File: src/rtl/mult_seq_ctrl_if.sv
// EX-stage handshake between the pipeline (master) and the iterative
// multiply sequencer (slave).
interface mult_seq_ctrl_if #(
  parameter int XLEN = 32
);
  logic            valid_i;
  logic [3:0]      alu_ctrl_i;
  logic [XLEN-1:0] op_a_i;
  logic [XLEN-1:0] op_b_i;
  logic            flush_i;
  logic            stall_o;
  logic            busy_o;
  logic            result_valid_o;
  logic [XLEN-1:0] result_o;

  modport master (
    output valid_i, alu_ctrl_i, op_a_i, op_b_i, flush_i,
    input  stall_o, busy_o, result_valid_o, result_o
  );

  modport slave (
    input  valid_i, alu_ctrl_i, op_a_i, op_b_i, flush_i,
    output stall_o, busy_o, result_valid_o, result_o
  );
endinterface

File: src/rtl/mult_seq_ctrl.sv
// Shift-add multiply sequencer: one multiplier bit per cycle, stalls EX until done.
// Define MULT_EARLY_EXIT_EN to finish as soon as the remaining multiplier bits are zero.
module mult_seq_ctrl #(
  parameter int XLEN  = 32,
  parameter int CNT_W = 6
) (
  input  logic             clk,
  input  logic             rst_n,
  mult_seq_ctrl_if.slave   bus
);

  localparam logic [3:0]       ALU_MULT = 4'd1;
  localparam logic [CNT_W-1:0] CNT_LAST = CNT_W'(XLEN - 1);

  typedef enum logic [1:0] {
    ST_IDLE,
    ST_BUSY,
    ST_DONE
  } state_t;

  state_t            state_q, state_d;
  logic [XLEN-1:0]   acc_q, acc_d;
  logic [XLEN-1:0]   mcand_q, mcand_d;
  logic [XLEN-1:0]   mplier_q, mplier_d;
  logic [CNT_W-1:0]  cnt_q, cnt_d;

  logic              start;
  logic              last_iter;
  logic              stall;
  logic              result_valid;

  assign start = bus.valid_i & (bus.alu_ctrl_i == ALU_MULT) & ~bus.flush_i;

`ifdef MULT_EARLY_EXIT_EN
  assign last_iter = (cnt_q == CNT_LAST) || ((mplier_q >> 1) == '0);
`else
  assign last_iter = (cnt_q == CNT_LAST);
`endif

  always_comb begin
    state_d      = state_q;
    acc_d        = acc_q;
    mcand_d      = mcand_q;
    mplier_d     = mplier_q;
    cnt_d        = cnt_q;
    stall        = 1'b0;
    result_valid = 1'b0;

    case (state_q)
      ST_IDLE: begin
        stall = start;
        if (start) begin
          acc_d    = '0;
          mcand_d  = bus.op_a_i;
          mplier_d = bus.op_b_i;
          cnt_d    = '0;
          state_d  = ST_BUSY;
        end
      end
      ST_BUSY: begin
        stall = 1'b1;
        if (mplier_q[0]) begin
          acc_d = acc_q + mcand_q;
        end
        mcand_d  = mcand_q << 1;
        mplier_d = mplier_q >> 1;
        cnt_d    = cnt_q + 1'b1;
        if (last_iter) begin
          state_d = ST_DONE;
        end
      end
      // The finished mult is still on the inputs here, so start is not looked at.
      ST_DONE: begin
        result_valid = 1'b1;
        state_d      = ST_IDLE;
      end
      default: begin
        state_d = ST_IDLE;
      end
    endcase

    // A flush kills the EX instruction outright: freeze datapath, mask outputs.
    if (bus.flush_i) begin
      state_d      = ST_IDLE;
      acc_d        = acc_q;
      mcand_d      = mcand_q;
      mplier_d     = mplier_q;
      cnt_d        = cnt_q;
      stall        = 1'b0;
      result_valid = 1'b0;
    end
  end

  always_ff @(posedge clk or negedge rst_n) begin
    if (!rst_n) begin
      state_q  <= ST_IDLE;
      acc_q    <= '0;
      mcand_q  <= '0;
      mplier_q <= '0;
      cnt_q    <= '0;
    end else begin
      state_q  <= state_d;
      acc_q    <= acc_d;
      mcand_q  <= mcand_d;
      mplier_q <= mplier_d;
      cnt_q    <= cnt_d;
    end
  end

  assign bus.stall_o        = stall;
  assign bus.busy_o         = (state_q == ST_BUSY);
  assign bus.result_valid_o = result_valid;
  assign bus.result_o       = acc_q;

endmodule

File: src/flat_wrapper.sv
// flat-port wrapper written by rule: the top's interface ports become plain ports
module mult_seq_ctrl_flat 
#(
  parameter int XLEN  = 32,
  parameter int CNT_W = 6
)
  (clk, rst_n, bus_valid_i, bus_alu_ctrl_i, bus_op_a_i, bus_op_b_i, bus_flush_i, bus_stall_o, bus_busy_o, bus_result_valid_o, bus_result_o);
  mult_seq_ctrl_if #(.XLEN(XLEN)) bus_i ();
  input  logic clk;
  input  logic rst_n;
  input wire logic [$bits(bus_i.valid_i)-1:0] bus_valid_i;
  input wire logic [$bits(bus_i.alu_ctrl_i)-1:0] bus_alu_ctrl_i;
  input wire logic [$bits(bus_i.op_a_i)-1:0] bus_op_a_i;
  input wire logic [$bits(bus_i.op_b_i)-1:0] bus_op_b_i;
  input wire logic [$bits(bus_i.flush_i)-1:0] bus_flush_i;
  output wire logic [$bits(bus_i.stall_o)-1:0] bus_stall_o;
  output wire logic [$bits(bus_i.busy_o)-1:0] bus_busy_o;
  output wire logic [$bits(bus_i.result_valid_o)-1:0] bus_result_valid_o;
  output wire logic [$bits(bus_i.result_o)-1:0] bus_result_o;
  assign bus_i.valid_i = bus_valid_i;
  assign bus_i.alu_ctrl_i = bus_alu_ctrl_i;
  assign bus_i.op_a_i = bus_op_a_i;
  assign bus_i.op_b_i = bus_op_b_i;
  assign bus_i.flush_i = bus_flush_i;
  assign bus_stall_o = bus_i.stall_o;
  assign bus_busy_o = bus_i.busy_o;
  assign bus_result_valid_o = bus_i.result_valid_o;
  assign bus_result_o = bus_i.result_o;
  mult_seq_ctrl #(.XLEN(XLEN), .CNT_W(CNT_W)) u_core (.clk(clk), .rst_n(rst_n), .bus(bus_i));
endmodule
File: config.mk
export PLATFORM = sky130hd
export DESIGN_NAME = mult_seq_ctrl_flat
export DESIGN_NICKNAME = d
export VERILOG_FILES = /design/src/rtl/mult_seq_ctrl_if.sv /design/src/rtl/mult_seq_ctrl.sv /design/src/flat_wrapper.sv
export SDC_FILE = /design/constraint.sdc
export NUM_CORES = 1
export LEC_CHECK = 0
export ABC_AREA = 1
export CORE_ASPECT_RATIO = 1.1
export CORE_MARGIN = 2
export CORE_UTILIZATION = 55
export CTS_CLUSTER_DIAMETER = 80
export DETAILED_ROUTE_END_ITERATION = 16
export PLACE_DENSITY_LB_ADDON = 0.05
export RECOVER_POWER = 50
export REMOVE_ABC_BUFFERS = 1
export SYNTH_ARGS = -nofsm -noshare
export SYNTH_HDL_FRONTEND = slang
export SYNTH_SLANG_ARGS = --single-unit
File: constraint.sdc
create_clock -name clk -period 1.96 [get_ports clk]
set_input_delay 0.294 -clock clk [delete_from_list [all_inputs] [get_ports clk]]
set_output_delay 0.294 -clock clk [all_outputs]
set_load 0.005 [all_outputs]
==> run_results.csv, run 1 <==
group,metric,value,unit
worst_hold_path,hold_path_end,"u_core.bus.result_o[20]$_DFFE_PN0P_",
yosys,synthTopCellsByCount,"nand2_1, inv_1, dfrtp_1",
sta,skew,0.00873,ns
yosys,synthArstFlopShare,100,%
routing,drc,0,
routing,ant_nets,0,
clock_network,cts_tree,"yes",
worst_hold_path,min_from,"u_core.bus.result_o[20]$_DFFE_PN0P_",
setup_path,reg2reg_slack,0.02,ns
yosys,synth-edff-count,0,
layout,nFillCells,954,
yosys,synth_top_area_share,37.0,%
clock_network,clockRootBuffer,"clkbuf_16",
power,total_power,8.85,mW
global_route,grt_overflow,0,
place,io_buffers,106,
setup_path,crit_chain,"ha_2 > inv_2 > fa_2 > inv_2 > nand3_2 > nand3_4 > nand2_4 > nand2_4 > nand3_2 > nand2_2 > nand2_2 > nand2_1 > o21ai_1",
routing,wl_per_cell,14.5,µm
place,placed_area,0.00851,mm²
worst_hold_path,holdPathStages,2,
sta,fin_ws,0.0220,ns
setup_path,path_buf_inv,2,
place,pre_cts_slack,-0.272,ns
outcome,run_status,"complete, no violations",
routing,highest_layer,"met4",
global_route,grt_pass1_wl,30.1,mm
clock_network,h-tree-depth,3,
setup_path,cp.required,2.21,ns
layout,postLayoutCellArea,0.00952,mm²
floorplan,initial_core_util,56.2,%
yosys,synth.area.mux_share,0,%
yosys,yosysMostFrequentCell,"nand2_1",
clock_network,cts-buffers-inserted,9,
power,worst_ir_drop_vdd,0.628,mV
routing,wl_met3,933,µm
global_route,grt_pass1_vias,6446,
clock_network,cts_buffer_depth,2,
place,routabilityCongestion,0.894,
place,hpwl,12.9,mm
yosys,synth-xor-area-share,0.622,%
yosys,avgSynthCellArea,6.78,µm²
power,p_per_area,930,mW/mm²
routing,wl_met2,9.67,mm
routing,vias,7023,
worst_hold_path,hold_path.class,"reg -> reg",
setup_path,setup.worst_path.start_class,"flop",
clock_network,cts_sinks,104,
clock_network,clkTransAtPathRegs,0.07,ns
layout,regArea,0.00260,mm²
yosys,synth_seq_cells,104,
setup_path,crit_arrival,2.19,ns
floorplan,fp.dieW,112,µm
setup_path,cp_slowest_cell,"fa_2",
setup_path,path_delay_family,"simple AND/OR/NAND/NOR gates",
yosys,yosys.area.top_type,"dfrtp_1",
global_route,grt_max_degree,48,
setup_path,reg2reg_from,"u_core.mcand_q[0]$_DFFE_PN0P_",
setup_path,cp_slowest_stage_delay,0.39,ns
yosys,synth_cells,1038,
global_route,grtUsageTotal,27.3,%
floorplan,ios,107,
yosys,yosys_warnings,0,
floorplan,die_height,123,µm
sta,layout_min_cycle_time,1.94,ns
power,leakagePower,4.67,nW
setup_path,cp_max_fo,3,
layout,final_nets,1280,
layout,syn2layout_area_growth,35.2,%
layout,drive_gt1_share,13.6,%
floorplan,num_rows,43,
yosys,synth_top_family_by_area,"simple AND/OR/NAND/NOR gates",
routing,wl,19.5,mm
sta,drv_slew,0,
sta,hold_viol_final,0,
sta,relSlewSlack,39.8,%
yosys,synth-main-ff-cell,"dfrtp_1",
job,drv_cap,0,
yosys,synth_seq_area_share,37.0,%
yosys,synth_compound_area_share,14.9,%
yosys,synth.area.top_cells,"dfrtp_1, nand2_1, inv_1",
routing,drtIter0Drc,408,
layout,multi_input_area,0.00404,mm²
yosys,ys_types,33,
yosys,yosys.area_share.simple,28.7,%
setup_path,crit_type,"reg -> reg",
floorplan,die_area,0.0137,mm²
yosys,synthesis.area,0.00704,mm²
routing,drtPass1Iterations,5,
sta,tightest_slew,0.903,ns
sta,finalSetupViolCount,0,
yosys,synth-adder-area-share,5.97,%
setup_path,worst_setup_path_end_kind,"flop",
sta,fin_setup_tns,0,ns
clock_network,insertion_delay,0.36,ns
sta,finalCritPeriodShare,98.9,%
sta,holdWs,0.521,ns
routing,via_per_inst,5.25,
setup_path,ff2ff_path_depth,13,
routing,met1_length,8.48,mm
layout,diodes,0,
sta,rsz0062_at_grt,"true",
floorplan,core,0.0125,mm²
setup_path,rr_endpoint,"u_core.bus.result_o[16]$_DFFE_PN0P_",
global_route,antenna_found_initial,0,
sta,max_freq,516,MHz
## cells in the final DEF (no fill, tap or decap), types with 4 or more instances in the layout
cell type | netlist | final
nand2_2 | 1 | 21
o21ai_0 | 70 | 68
nand3_1 | 50 | 40
clkdlybuf4s50_1 | 0 | 96
dlygate4sd3_1 | 0 | 8
a21oi_2 | 0 | 6
nor3_1 | 6 | 5
buf_4 | 1 | 34
ha_2 | 0 | 5
nor2_2 | 1 | 9
nand2_4 | 0 | 6
ha_4 | 0 | 20
ha_1 | 32 | 7
nand2_1 | 374 | 348
o211ai_1 | 61 | 61
buf_12 | 0 | 7
nand3_2 | 0 | 7
nor2_1 | 60 | 50
nand3b_1 | 4 | 4
nand4_1 | 5 | 5
clkbuf_16 | 0 | 10
dfrtp_1 | 104 | 104
inv_2 | 3 | 5
inv_1 | 183 | 181
a21oi_1 | 24 | 18
o21ai_1 | 8 | 9
## logic make-up (layout without fill, tap and decap cells)
family | count (synthesis) | in the layout
AO/OA/AOI/OAI | 173 | 173
XOR/XNOR | 5 | 5
adder cells (fa/ha/maj) | 33 | 33
buffers and inverters | 219 | 361
flip-flops | 104 | 104
AND/OR/NAND/NOR | 504 | 504
## sequential cells by signal, summed over array words and instances (netlist names)
name / cells
u_core.cnt_q: 6
u_core.mplier_q: 32
u_core.bus.result_o: 32
u_core.mcand_q: 32
u_core.state_q: 2
## worst min-delay path, delay by kind of cell (launching register included)
kind / cells / cell delay [ns]
DFF: 1 / 0.37
and+or+nand+nor: 2 / 0.12
## what timing repair did
action / in CTS / in global routing
pin swaps: 5 / 18
setup endpoints to repair: 10 / 91
setup buffers: 4 / 6
endpoints found under the hold margin: 32 / 0
hold buffers: 1 / 0
cloned: 3 / 1
resized for setup: 8 / 98
## stage by stage
stage          std cells  util, %
2_1_floorplan       1005        -
5_1_grt             1337     75.9
3_3_place_gp        1307     67.9
6_report            1337     75.9
4_1_cts             1331     71.7
3_5_place_dp        1307     67.9
## area by class of cell
| type | count | share of cell area [%] |
|---|---|---|
| Multi-Input combinational cell | 715 | 42.4 |
| Sequential cell | 104 | 27.3 |
| Timing Repair Buffer | 159 | 17.3 |
| Inverter | 186 | 7.34 |
| Clock buffer | 9 | 2.37 |
| Tap cell | 157 | 2.06 |
| Clock inverter | 7 | 1.20 |
## where the power goes
group	leakage, nW	switching, mW	total [mW]	internal (mW)
sequential	1.32	0.431	3.13	2.70
combinational	3.18	2.01	3.67	1.66
clock	0.165	0.908	2.06	1.15
total	4.67	3.35	8.85	5.50
## how the worst max path moves through the flow
stage | depth (start not counted) | start | end
detailed placement | 6 | bus_flush_i | bus_stall_o
global placement | 6 | bus_flush_i | bus_stall_o
CTS | 12 | bus_flush_i | u_core.cnt_q[3]$_DFFE_PN0P_
finish | 13 | u_core.mcand_q[0]$_DFFE_PN0P_ | u_core.bus.result_o[16]$_DFFE_PN0P_
floorplan | 8 | u_core.state_q[1]$_DFFE_PN0P_ | u_core.bus.result_o[1]$_DFFE_PN0P_
global route | 13 | u_core.mcand_q[0]$_DFFE_PN0P_ | u_core.bus.result_o[16]$_DFFE_PN0P_
## layer usage
metal,track usage (%),vias up
li1,-,3545
met1,35.9,3285
met2,46.7,167
met3,4.40,26
met4,8.41,0
met5,0,-
No activity file was read; power rests on OpenSTA's default activity.
==> run 2: changes to the inputs <==
--- a/config.mk
+++ b/config.mk
@@ -14,6 +14,7 @@
 export PLACE_DENSITY_LB_ADDON = 0.05
 export RECOVER_POWER = 50
 export REMOVE_ABC_BUFFERS = 1
+export SKIP_CTS_REPAIR_TIMING = 1
 export SYNTH_ARGS = -nofsm -noshare
 export SYNTH_HDL_FRONTEND = slang
 export SYNTH_SLANG_ARGS = --single-unit
==> run 2 against run 1 <==
Effect of this change:
- non-clock buffer count is 1 higher
- count of clock-buffer cells in the layout stayed put
- fmax is 0.36% lower
- sequential power hardly changed
- largest power group unchanged
- register-to-register slack hardly changed
- combinational power is 2% lower
- core utilization is 0.81 points lower
- global-route usage is 1.5 points lower
- clock power hardly changed
- sequential share of layout area is 0.31 points higher
- critical endpoint is now u_core.bus.result_o[10]$_DFFE_PN0P_
- routed wire length is 3.1% lower
- first-iteration DRC count is 4.7% lower
==> run_results.csv, run 2 (synthesis results as in run 1) <==
group,metric,value,unit
global_route,grt_max_degree,96,
sta,finalCritPeriodShare,99.2,%
clock_network,cts_buffer_depth,2,
global_route,antenna_found_initial,0,
setup_path,cp_max_fo,5,
floorplan,ios,107,
setup_path,worst_setup_path_end_kind,"flop",
power,leakagePower,4.65,nW
worst_hold_path,hold_path.class,"in -> reg",
power,worst_ir_drop_vdd,0.609,mV
clock_network,cts_sinks,104,
setup_path,crit_arrival,2.21,ns
place,hpwl,12.9,mm
sta,tightest_slew,0.935,ns
routing,drtPass1Iterations,5,
worst_hold_path,min_from,"bus_flush_i",
place,placed_area,0.00851,mm²
layout,syn2layout_area_growth,33.7,%
floorplan,initial_core_util,56.2,%
layout,multi_input_area,0.00400,mm²
floorplan,num_rows,43,
layout,fin_util,75.1,%
sta,fin_setup_tns,0,ns
sta,max_freq,514,MHz
routing,wl,18.8,mm
job,drv_cap,0,
sta,skew,0.00952,ns
power,p_per_area,934,mW/mm²
setup_path,reg2reg_slack,0.01,ns
routing,vias,6976,
clock_network,insertion_delay,0.36,ns
layout,diodes,0,
routing,drc,0,
global_route,grtUsageTotal,25.8,%
routing,drtIter0Drc,389,
routing,wl_per_cell,14.1,µm
sta,hold_viol_final,0,
layout,final_common_cell,"nand2_1",
layout,mostFrequentLayoutCells,"nand2_1, inv_1, dfrtp_1",
setup_path,startpoint,"u_core.bus.result_o[8]$_DFFE_PN0P_",
global_route,grt_pass1_vias,6278,
setup_path,reg2reg_from,"u_core.bus.result_o[8]$_DFFE_PN0P_",
outcome,run_status,"complete, no violations",
clock_network,clkTransAtPathRegs,0.08,ns
routing,ant_nets,0,
layout,postLayoutCellArea,0.00942,mm²
setup_path,crit_top_cell,"nand2_1",
clock_network,clockRootBuffer,"clkbuf_16",
clock_network,cts-buffers-inserted,9,
clock_network,cts_tree,"yes",
floorplan,fp.dieW,112,µm
floorplan,die_height,123,µm
setup_path,path_delay_family,"simple AND/OR/NAND/NOR gates",
setup_path,setup.worst_path.start_class,"flop",
layout,regArea,0.00260,mm²
power,total_power,8.79,mW
floorplan,die_area,0.0137,mm²
place,routabilityCongestion,0.894,
setup_path,cp_slowest_stage_delay,0.41,ns
clock_network,h-tree-depth,3,
sta,layout_min_cycle_time,1.95,ns
setup_path,cp_slowest_cell,"dfrtp_1",
global_route,grt_pass1_wl,28.7,mm
global_route,grt_overflow,0,
setup_path,crit_chain,"ha_2 > nand2_1 > inv_1 > nand2_1 > nand2_1 > inv_1 > nand3_2 > buf_4 > nand2_1 > nand2_1 > o21ai_0",
layout,drive_gt1_share,13.2,%
setup_path,path_buf_inv,3,
sta,drv_slew,0,
layout,nFillCells,986,
setup_path,cp.required,2.22,ns
floorplan,core,0.0125,mm²
routing,via_per_inst,5.21,
setup_path,crit_type,"reg -> reg",
place,io_buffers,106,
sta,finalSetupViolCount,0,
layout,final_nets,1281,
sta,rsz0062_at_grt,"true",
sta,relSlewSlack,37.6,%
## run 2: cell count changes in the layout (fill, tap and decap cells not counted), sizes merged
cell / before / now
clkdlybuf4s25: 1 / 0
dlygate4sd3: 8 / 11
clkdlybuf4s50: 96 / 92
dlymetal6s2s: 0 / 2
buf: 47 / 49
clkbuf: 13 / 15
bufbuf: 3 / 0
## run 2: report_power, final
part / internal (mW) / total, mW / switching (mW)
Sequential: 2.70 / 3.14 / 0.438
Combinational: 1.64 / 3.61 / 1.97
Clock: 1.15 / 2.05 / 0.898
Total: 5.49 / 8.79 / 3.31
## run 2: layout make-up
| class | count | area share (%) |
|---|---|---|
| flip-flops and latches | 104 | 27.7 |
| multi-input cells | 715 | 42.5 |
| well taps | 157 | 2.09 |
| repair buffers | 160 | 16.8 |
| clock inverters | 7 | 1.21 |
| clock buffers | 9 | 2.39 |
| inverters | 186 | 7.41 |
## run 2: worst reg2reg max path, cell delays in order (launching register included)
cell	delay [ns]
dfrtp_1	0.41
ha_2	0.34
nand2_1	0.20
inv_1	0.07
nand2_1	0.08
nand2_1	0.07
inv_1	0.07
nand3_2	0.13
buf_4	0.16
nand2_1	0.06
nand2_1	0.04
o21ai_0	0.22
## run 2: final timing paths
kind / endpoint / cells past startpoint
worst max-delay path: u_core.bus.result_o[10]$_DFFE_PN0P_ / 11
worst min-delay path: u_core.state_q[1]$_DFFE_PN0P_ / 6
worst max register to register: u_core.bus.result_o[10]$_DFFE_PN0P_ / 11
worst min register to register: u_core.bus.result_o[27]$_DFFE_PN0P_ / 2
max in group asynchronous: u_core.mcand_q[22]$_DFFE_PN0P_ / 3
min in group asynchronous: u_core.mcand_q[8]$_DFFE_PN0P_ / 2
## run 2: routing by layer
layer | part of all wire (%) | wire length (µm) | GRT usage, % | vias up
met5 | 0 | 0 | 0 | -
met4 | 1.5 | 278 | 8.26 | 0
met3 | 5.5 | 1040 | 4.44 | 21
met2 | 50 | 9330 | 43.8 | 189
met1 | 43 | 8190 | 33.9 | 3219
li1 | - | - | - | 3547
## run 2: per-stage QoR
stage                     setup slack (ns)  instances  hold WS, ns
after global routing               -0.0935       1338        0.496
after detailed placement            -0.272       1307        0.294
after floorplan                      -2.32       1005     -0.00159
after CTS                           -0.293       1323      -0.0920
after global placement              -0.263       1307        0.284
final                               0.0150       1338        0.447
==> run 3: changes to the inputs <==
--- a/config.mk
+++ b/config.mk
@@ -11,6 +11,7 @@
 export CORE_UTILIZATION = 55
 export CTS_CLUSTER_DIAMETER = 80
 export DETAILED_ROUTE_END_ITERATION = 16
+export MAX_ROUTING_LAYER = met4
 export PLACE_DENSITY_LB_ADDON = 0.05
 export RECOVER_POWER = 50
 export REMOVE_ABC_BUFFERS = 1
==> run 3 against run 2 <==
Effect of this change:
- first-iteration DRC count up 12%
- die area did not move
- global-route usage is 1.4 points higher
- routed wire length shrank 0.71%
- combinational power down 4%
- via count decreased by 1.1%
- critical path depth is 7 lower
- fmax grew 2.8%
- flip-flop and latch count unchanged
- clock skew down 0.0038 ns
- register-to-register slack improved by 0.08 ns
- largest cell class unchanged
==> run_results.csv, run 3 (synthesis results as in run 1) <==
group,metric,value,unit
outcome,run_status,"complete, no violations",
layout,mostFrequentLayoutCells,"nand2_1, inv_1, dfrtp_1",
setup_path,crit_type,"reg -> out",
routing,wl_per_cell,14.0,µm
layout,nFillCells,1072,
global_route,grt_overflow,0,
layout,drive_gt1_share,12.2,%
place,io_buffers,106,
sta,hold_viol_final,0,
clock_network,clkTransAtPathRegs,0.08,ns
floorplan,core,0.0125,mm²
worst_hold_path,hold_path.class,"in -> reg",
setup_path,rr_endpoint,"u_core.bus.result_o[28]$_DFFE_PN0P_",
layout,multi_input_area,0.00385,mm²
worst_hold_path,min_from,"bus_flush_i",
floorplan,die_height,123,µm
global_route,met1_usage,36.9,%
floorplan,fp.dieW,112,µm
setup_path,reg2reg_from,"u_core.mcand_q[0]$_DFFE_PN0P_",
global_route,grt_pass1_vias,6317,
setup_path,crit_arrival,1.60,ns
routing,drtIter0Drc,437,
clock_network,cts-buffers-inserted,9,
sta,relSlewSlack,57.6,%
routing,wl,18.7,mm
place,placed_area,0.00851,mm²
global_route,grtUsageTotal,27.3,%
power,p_per_area,907,mW/mm²
floorplan,initial_core_util,56.2,%
worst_hold_path,holdPathStages,6,
global_route,grt_pass1_wl,29.4,mm
routing,ant_nets,0,
layout,regArea,0.00260,mm²
clock_network,insertion_delay,0.36,ns
layout,diodes,0,
place,routabilityCongestion,0.903,
sta,max_freq,529,MHz
power,worst_ir_drop_vdd,0.562,mV
global_route,antenna_found_initial,0,
global_route,grt.busiest_layer,"met2",
global_route,grt_use_met3,4.20,%
setup_path,setup.worst_path.start_class,"flop",
layout,syn2layout_area_growth,31.0,%
power,leakagePower,4.61,nW
clock_network,cts_sinks,104,
clock_network,h-tree-depth,3,
sta,drv_slew,0,
setup_path,cp_max_fo,4,
layout,final_common_cell,"nand2_1",
floorplan,ios,107,
clock_network,cts_tree,"yes",
clock_network,clockRootBuffer,"clkbuf_16",
sta,fin_setup_tns,0,ns
sta,skew,0.00568,ns
routing,drc,0,
clock_network,cts_buffer_depth,2,
setup_path,ff2ff_path_depth,13,
floorplan,die_area,0.0137,mm²
job,drv_cap,0,
floorplan,num_rows,43,
sta,finalCritPeriodShare,96.5,%
setup_path,cp.required,1.67,ns
sta,layout_min_cycle_time,1.89,ns
sta,tightest_slew,0.636,ns
layout,final_nets,1279,
setup_path,reg2reg_slack,0.09,ns
routing,vias,6896,
setup_path,worst_setup_path_end_kind,"output pin",
routing,drtPass1Iterations,6,
global_route,globalRouteMet2Util,41.8,%
sta,finalSetupViolCount,0,
sta,rsz0062_at_grt,"true",
routing,via_per_inst,5.16,
place,hpwl,12.9,mm
global_route,grt_max_degree,96,
layout,postLayoutCellArea,0.00923,mm²
worst_hold_path,hold_path_end,"u_core.state_q[1]$_DFFE_PN0P_",
[run 3: cell types whose count changed in the layout (fill, tap and decap cells not counted), sizes merged]
cell / delta
clkbuf: -1
clkinvlp: +1
dlygate4sd3: -1
clkdlybuf4s50: +1
inv: +1
bufinv: -2
buf: -1
[run 3: area by class of cell]
class / count / area share, %
clock buffer: 9 / 2.44
tap: 157 / 2.13
inverter: 186 / 7.57
multi-input combinational: 715 / 41.8
clock inverter: 7 / 0.719
timing repair buffer: 158 / 17.2
sequential: 104 / 28.2
[run 3: worst max path at each step]
stage                                   startpoint                                   to  slack, ns  cells after the start
2_1_floorplan        u_core.state_q[1]$_DFFE_PN0P_   u_core.bus.result_o[1]$_DFFE_PN0P_      -2.32                      8
3_3_place_gp                           bus_flush_i                          bus_stall_o      -0.25                      6
3_5_place_dp                           bus_flush_i                          bus_stall_o      -0.25                      6
4_1_cts                                bus_flush_i                          bus_stall_o      -0.25                      6
5_1_grt        u_core.bus.result_o[10]$_DFFE_PN0P_  u_core.bus.result_o[13]$_DFFE_PN0P_      -0.02                     11
6_report             u_core.state_q[0]$_DFFE_PN0P_                           bus_busy_o       0.07                      4
[run 3: power breakdown]
part	total (mW)	switching (mW)	internal [mW]	leakage, nW
clock	1.81	0.915	0.892	0.141
combinational	3.48	1.94	1.54	3.15
sequential	3.08	0.385	2.70	1.32
total	8.37	3.24	5.13	4.61
[run 3: critical path, stage by stage (launching register included)]
cell and delay (ns):
dfrtp_1 0.35, inv_1 0.09, nor2_4 0.15, clkbuf_16 0.15
clkdlybuf4s50_1 0.49
[run 3: routing by layer]
metal / vias to the layer above / share of wire (%) / wire [µm]
li1: 3542 / - / -
met1: 3163 / 46 / 8620
met2: 160 / 47 / 8740
met3: 31 / 4.9 / 910
met4: 0 / 2.4 / 440
met5: - / 0 / 0
[run 3: stage by stage]
step           hold WS, ns  power [mW]  instances  worst slack [ns]  utilization [%]
2_1_floorplan     -0.00159        4.99       1005             -2.32                -
3_3_place_gp         0.230        6.10       1307            -0.251             67.9
3_5_place_dp         0.233        6.17       1307            -0.248             67.9
4_1_cts             -0.151        7.99       1323            -0.253             70.2
5_1_grt              0.517        9.00       1336           -0.0164             73.6
6_report             0.451        8.37       1336            0.0686             73.6
